## src/rtl/stb_strobe_gen.sv

```systemverilog
// rtl/stb_strobe_gen.sv - STB strobe transmitter: one active-low pulse of
// programmable width followed by a guard high interval.
module stb_strobe_gen #(
  parameter int CNT_W   = 8,
  parameter int MIN_GAP = 9,
  parameter int PCNT_W  = 16
) (
  input  logic              clk,
  input  logic              rst,
  input  logic              start,
  input  logic [CNT_W-1:0]  low_len,
  input  logic [CNT_W-1:0]  gap_len,
  input  logic              abort,
  output logic              STB,
  output logic              ready,
  output logic              done,
  output logic              aborted,
  output logic [PCNT_W-1:0] pulse_cnt
);

  typedef enum logic [1:0] {
    IDLE = 2'd0,
    LOW  = 2'd1,
    GAP  = 2'd2
  } state_t;

  localparam logic [CNT_W-1:0]  ONE        = CNT_W'(1);
  localparam logic [CNT_W-1:0]  MIN_GAP_V  = CNT_W'(MIN_GAP);
  localparam logic [CNT_W-1:0]  MIN_GAP_M1 = CNT_W'(MIN_GAP - 1);
  localparam logic [PCNT_W-1:0] PONE       = PCNT_W'(1);

  state_t            state, state_n;
  logic [CNT_W-1:0]  cnt, cnt_n;
  logic [CNT_W-1:0]  gap_m1, gap_m1_n;
  logic              abt, abt_n;
  logic              stb_n, ready_n, done_n, aborted_n;
  logic [PCNT_W-1:0] pcnt_n;

  always_ff @(posedge clk or negedge rst) begin
    if (!rst) begin
      state     <= IDLE;
      cnt       <= '0;
      gap_m1    <= '0;
      abt       <= 1'b0;
      STB       <= 1'b1;
      ready     <= 1'b1;
      done      <= 1'b0;
      aborted   <= 1'b0;
      pulse_cnt <= '0;
    end else begin
      state     <= state_n;
      cnt       <= cnt_n;
      gap_m1    <= gap_m1_n;
      abt       <= abt_n;
      STB       <= stb_n;
      ready     <= ready_n;
      done      <= done_n;
      aborted   <= aborted_n;
      pulse_cnt <= pcnt_n;
    end
  end

  always_comb begin
    state_n   = state;
    cnt_n     = cnt;
    gap_m1_n  = gap_m1;
    abt_n     = abt;
    stb_n     = STB;
    ready_n   = ready;
    done_n    = 1'b0;
    aborted_n = 1'b0;
    pcnt_n    = pulse_cnt;
    case (state)
      IDLE: begin
        stb_n   = 1'b1;
        ready_n = 1'b1;
        abt_n   = 1'b0;
        if (start) begin
          // Both lengths are stored as count-minus-one so the full range never wraps.
          cnt_n    = (low_len == '0) ? '0 : low_len - ONE;
          gap_m1_n = ((gap_len > MIN_GAP_V) ? gap_len : MIN_GAP_V) - ONE;
          stb_n    = 1'b0;
          ready_n  = 1'b0;
          state_n  = LOW;
        end
      end
      LOW: begin
        if (abort) begin
          stb_n   = 1'b1;
          cnt_n   = MIN_GAP_M1;
          abt_n   = 1'b1;
          state_n = GAP;
        end else if (cnt == '0) begin
          stb_n   = 1'b1;
          cnt_n   = gap_m1;
          state_n = GAP;
        end else begin
          cnt_n = cnt - ONE;
        end
      end
      GAP: begin
        if (cnt == '0) begin
          state_n = IDLE;
          ready_n = 1'b1;
          abt_n   = 1'b0;
          if (abt) begin
            aborted_n = 1'b1;
          end else begin
            done_n = 1'b1;
            pcnt_n = pulse_cnt + PONE;
          end
        end else begin
          cnt_n = cnt - ONE;
        end
      end
      default: begin
        state_n  = IDLE;
        cnt_n    = '0;
        gap_m1_n = '0;
        abt_n    = 1'b0;
        stb_n    = 1'b1;
        ready_n  = 1'b1;
        pcnt_n   = '0;
      end
    endcase
  end

endmodule

```

## config.mk

```make
export PLATFORM = sky130hd
export DESIGN_NAME = stb_strobe_gen
export DESIGN_NICKNAME = d
export VERILOG_FILES = /design/src/rtl/stb_strobe_gen.sv
export SDC_FILE = /design/constraint.sdc
export NUM_CORES = 1
export LEC_CHECK = 0
export CAP_MARGIN = 40
export CORE_MARGIN = 4
export CORE_UTILIZATION = 54
export CTS_CLUSTER_DIAMETER = 100
export DETAILED_ROUTE_END_ITERATION = 16
export PLACE_DENSITY = 0.91
export SLEW_MARGIN = 25
export SYNTH_ARGS = -nofsm -noshare
export SYNTH_HDL_FRONTEND = slang
export SYNTH_SLANG_ARGS = --single-unit
```

## constraint.sdc

```tcl
create_clock -name clk -period 2.7 [get_ports clk]
set_input_delay 0.27 -clock clk [delete_from_list [all_inputs] [get_ports clk]]
set_output_delay 0.27 -clock clk [all_outputs]
set_load 0.02 [all_outputs]
```

==> results.yml, run 1 <==
outcome:
  status: "finished, final reports clean"
setup_path:
  reg2reg_slack_ns: 0.48
  crit_type: "reg2reg"
  crit_top_cell: "nor2_1"
  crit_arrival_ns: 2.38
  worstPathMaxFanout: 9
  worst_r2r_endpoint: "cnt[0]"
  r2r_cells: 7
  endpoint_kind: "register"
  startpoint_type: "register"
  crit_chain: "inv_1 > ha_1 > or4b_1 > nor2_1 > nor2_1 > a221oi_1 > o21ai_0"
  required_ns: 2.86
  cp_slowest_cell: "or4b_1"
  r2r_start: "state[0]"
  crit_path_max_incr_delay_ns: 0.59
synth:
  ys_top_cells_by_area: "dfrtp_1, o21ai_0, ha_1"
  avgSynthCellArea_um2: 8.74
  synth_edf_count: 0
  synth_common_cells: "dfrtp_1, nor2_1, nand2_1"
  yosys.area_share.adder_pct: 4.87
  netlist.area_leader.share_pct: 36.0
  synth-xor-area-share_pct: 5.79
  synth_area_um2: 2570
  yosys-mux-area-fraction_pct: 1.66
  yosysUniqueCellTypes: 58
  synth_compound_area_share_pct: 19.3
  ys_seq_elements: 39
  yosysTopAreaCell: "dfrtp_1"
  synth-warning-count: 0
  netlist_instances: 294
  yosys.area_share.simple_pct: 25.4
  async_flop_share_pct: 100
  synth_fp_nets: 324
  yosysSeqAreaShare_pct: 38.1
  synth.most_common_cell: "dfrtp_1"
  synth-main-ff-cell: "dfrtp_1"
  synth_top_family_by_area: "simple AND/OR/NAND/NOR gates"
timing:
  finalCritPeriodShare_pct: 82.1
  setup_violations: 0
  fmax_mhz: 451
  slew_headroom_pct: 52.8
  rsz0062_at_grt: "no"
  setup-tns-final_ns: 0
  clock_skew_ns: 0.00711
  tightest_slew_ns: 0.702
  slew_violations: 0
  period_minus_slack_ns: 2.22
  finalHoldViolCount: 0
global_route:
  grt_pass1_wl_mm: 10.5
  grt_overflow: 0
  use_met2_pct: 35.1
  grt_pass1_vias: 2183
  busiest_layer: "met2"
  grt_max_degree: 23
  grt_antenna_before_repair: 0
  use_met1_pct: 30.1
  gr-usage-met3_pct: 4.33
  track_usage_pct: 21.8
finish:
  diodes: 0
  drive_gt1_share_pct: 8.55
  nets: 368
  syn_to_final_growth_pct: 22.6
place:
  dp_hpwl_mm: 4.79
  port_buffers: 39
  place_congestion: 0.943
pwr:
  p_total_uw: 2790
  ir_worst_vdd_uv: 455
  p_leak_uw: 0.00128
  p_per_area_nw_per_um2: 885
floorplanning:
  initial_core_util_pct: 57.4
  die_y_um: 77.0
  design.die.area_um2: 5930
  die_x_um: 77.0
  core_um2: 4470
  top_level_ports: 40
  rows: 24
cts:
  cts_tree: "yes"
  path_clk_slew_ns: 0.08
  cts_resized: 0
  htreeDepth: 2
  clk_latency_ns: 0.29
  root_buffer: "clkbuf_8"
  clkSinkCount: 39
  cts_max_path_buffers: 2
  numCtsBuffers: 5
hold_path:
  hold_path_class: "in2async"
routing:
  viasPerCell: 6.08
  num_vias: 2379
  drtIter0Drc: 239
  firstDrtPassIters: 5
  wl_mm: 6.28
  drcViolationCount: 0
  final_antenna_net_count: 0
  avgRoutedWirePerCell_um: 16.0
run:
  cap_violations: 0
[critical path: cells and delay by family (launching register included)]
| kind | cells | cell delay (ns) |
|---|---|---|
| AO/OA/AOI/OAI | 2 | 0.37 |
| adder cells (fa/ha/maj) | 1 | 0.32 |
| buffers and inverters | 1 | 0.09 |
| flip-flops | 1 | 0.39 |
| AND/OR/NAND/NOR | 3 | 0.92 |
[layer usage]
metal | share of wire, % | vias up
li1 | - | 1150
met1 | 44 | 1131
met2 | 49 | 88
met3 | 5.3 | 10
met4 | 1.5 | 0
met5 | 0 | -
[state kept, by name, summed over array words and instances (netlist names)]
signal / cells
pulse_cnt: 16
cnt: 8
gap_m1: 8
state: 2
STB: 1
aborted: 1
abt: 1
done: 1
ready: 1
[cell usage in the layout (no fill, tap or decap), drive strengths merged, types with 3 or more instances in the layout]
cell / Yosys / layout
a22o: 5 / 5
a21oi: 14 / 14
clkbuf: 9 / 6
xnor2: 7 / 7
buf: 1 / 8
o21ai: 27 / 27
dfrtp: 37 / 37
nor4: 8 / 8
xor2: 10 / 10
nor3: 14 / 14
nor2b: 3 / 3
nand3b: 3 / 3
o221ai: 4 / 4
a2bb2oi: 3 / 3
inv: 15 / 15
nand2b: 5 / 5
nor3b: 3 / 3
nor2: 32 / 32
ha: 10 / 10
nand4: 7 / 7
clkdlybuf4s50: 0 / 38
nand2: 30 / 30
nand3: 7 / 7
[worst max path at each step]
stage	start	end	slack [ns]	depth (start not counted)
after floorplan	state[0]	cnt[0]	0.70	8
after global placement	gap_len[6]	gap_m1[6]	0.41	8
after detailed placement	gap_len[4]	gap_m1[6]	0.31	8
after CTS	state[0]	cnt[0]	0.50	7
after global routing	cnt[0]	pulse_cnt[13]	0.30	7
final	state[0]	cnt[0]	0.48	7
[through the flow]
stage / hold WS (ns) / setup slack, ns / utilization, % / cell area [µm²] / instances
after floorplan: -0.0256 / 0.701 / - / 2570 / 294
after global placement: 0.421 / 0.413 / 67.0 / 3000 / 381
after detailed placement: 0.243 / 0.306 / 67.6 / 3020 / 382
after CTS: 0.484 / 0.499 / 70.4 / 3150 / 391
after global routing: 0.499 / 0.301 / 70.4 / 3150 / 391
final: 0.473 / 0.484 / 70.4 / 3150 / 391
[layout make-up]
type	count	area (µm²)
fillers	344	1320
inverters	15	56.3
multi-input cells	230	1470
clock buffers	6	82.6
clock inverters	2	35.0
repair buffers	47	468
well taps	52	65.1
flip-flops and latches	39	978
[kinds of logic after synthesis]
kind of cell             Yosys count
flip-flops                        39
adder cells (fa/ha/maj)           10
AO/OA/AOI/OAI                     74
XOR/XNOR                          17
multiplexers                       4
buffers and inverters             25
AND/OR/NAND/NOR                  125
[power by group]
group / switching [µW] / internal (µW) / total [µW]
Sequential: 166 / 735 / 901
Clock: 197 / 299 / 496
Combinational: 817 / 575 / 1390
Total: 1180 / 1610 / 2790
[timing repair]
item | 4_1_cts | 5_1_grt
hold buffers | 1 | 0
hold endpoints to repair | 16 | 0
setup buffers | 0 | 0
Note: power is estimated with default switching activity, not from simulation.
==> run 2, diff against run 1 <==
CORE_UTILIZATION = 49   (was 54)
PLACE_DENSITY = 0.88   (was 0.91)
clock period = 2 ns   (was 2.7 ns; I/O delays follow)
==> results.yml, run 2 (same netlist as run 1, synthesis figures left out) <==
global_route:
  grt_antenna_before_repair: 0
  grt_pass1_vias: 2596
  use_met2_pct: 41.8
  grt_max_degree: 25
  gr-usage-met3_pct: 4.15
  grt_overflow: 0
  grt_pass1_wl_mm: 12.2
  busiest_layer: "met2"
  track_usage_pct: 24.3
  use_met1_pct: 29.4
pwr:
  p_per_area_nw_per_um2: 1260
  p_leak_uw: 0.00152
  ir_worst_vdd_uv: 548
  p_total_uw: 4580
finish:
  fin_cells: 450
  layout_common_cells: "buf_4, clkdlybuf4s50_1, dfrtp_1"
  multi_input_area_um2: 1610
  n_fill_cell: 350
  regMostFlops: "pulse_cnt"
  fin_area_um2: 3640
  drive_gt1_share_pct: 23.9
  mostFrequentLayoutCell: "buf_4"
  largest_reg_flops: 16
  nets: 409
  ff_latch_area_um2: 978
  diodes: 0
  post-route-util_pct: 71.4
  biggestRegsByFlops: "pulse_cnt: 16 flops, cnt: 8 flops, gap_m1: 8 flops"
  syn_to_final_growth_pct: 41.8
floorplanning:
  die_y_um: 80.4
  top_level_ports: 40
  core_um2: 5110
  initial_core_util_pct: 50.3
  design.die.area_um2: 6470
  rows: 26
  die_x_um: 80.4
cts:
  cts_max_path_buffers: 2
  clkSinkCount: 39
  htreeDepth: 2
  clk_latency_ns: 0.30
  path_clk_slew_ns: 0.08
  root_buffer: "clkbuf_8"
  cts_tree: "yes"
  numCtsBuffers: 5
timing:
  slew_violations: 0
  fmax_mhz: 493
  finalCritPeriodShare_pct: 101
  slew_headroom_pct: 68.3
  fin_ws_ns: -0.0291
  tightest_slew_ns: 0.471
  setup_violations: 1
  rsz0062_at_grt: "yes"
  period_minus_slack_ns: 2.03
  clock_skew_ns: 0.00576
  finalHoldViolCount: 0
place:
  port_buffers: 39
  dpl_worst_slack_ns: -0.237
  dpl_cell_area_um2: 3320
  dp_hpwl_mm: 5.22
  place_congestion: 0.933
  dp.cells: 437
setup_path:
  cp_top_family: "simple AND/OR/NAND/NOR gates"
  endpoint_kind: "register"
  crit_arrival_ns: 2.26
  cp_slowest_cell: "dfrtp_1"
  worstPathMaxFanout: 7
  crit_type: "reg2reg"
  crit_chain: "buf_4 > ha_4 > nor3_4 > a31oi_1 > or2_1 > or3_4 > a21oi_2"
  cp.buffers_inverters: 1
  required_ns: 2.23
  reg2reg_slack_ns: -0.03
  startpoint_type: "register"
  crit_path_max_incr_delay_ns: 0.42
run:
  cap_violations: 0
routing:
  viasPerCell: 5.95
  drtIter0Drc: 258
  drcViolationCount: 0
  num_vias: 2679
  firstDrtPassIters: 5
  final_antenna_net_count: 0
  avgRoutedWirePerCell_um: 16.9
  wl_mm: 7.58
outcome:
  violations: "negative setup slack"
  status: "complete, but fails checks"
hold_path:
  hold_path_class: "in2async"
## run 2: through the flow
stage          hold slack, ns  setup TNS [ns]
5_1_grt                 0.417          -0.156
3_3_place_gp            0.347          -0.247
4_1_cts                 0.391               0
3_5_place_dp            0.156          -0.794
6_report                0.378         -0.0291
2_1_floorplan         -0.0956               0
## run 2: final timing paths
kind | cells after the start | startpoint | end
max in group asynchronous | 3 | rst | STB
setup / recovery | 7 | state[0] | pulse_cnt[15]
setup reg to reg | 7 | state[0] | pulse_cnt[15]
hold / removal | 2 | rst | pulse_cnt[9]
min in group clk | 1 | gap_m1[3] | gap_m1[3]
hold reg to reg | 1 | gap_m1[3] | gap_m1[3]
## run 2: routing by layer
metal  vias to the layer above  wire length [µm]
met5                         -                 0
met4                         0               356
met3                        43               430
met2                       130              3780
met1                      1274              3020
li1                       1232                 -
## run 2: report_power, final
group / switching, µW / total (µW) / internal (µW)
Sequential: 181 / 1170 / 992
Combinational: 1420 / 2620 / 1200
Clock: 288 / 787 / 499
## run 2: layout make-up
cell class / count / share of cell area (%)
Timing Repair Buffer: 88 / 21.4
Sequential cell: 39 / 26.8
Inverter: 15 / 1.54
Clock buffer: 6 / 1.99
Multi-Input combinational cell: 230 / 44.2
Tap cell: 70 / 2.40
Clock inverter: 2 / 1.65
## run 2: what timing repair did
action / 4_1_cts / 5_1_grt
pin swaps: 1 / 6
hold endpoints to repair: 14 / 0
hold buffers: 1 / 0
setup endpoints to repair: 9 / 25
setup buffers: 2 / 2
gates resized for setup: 8 / 26
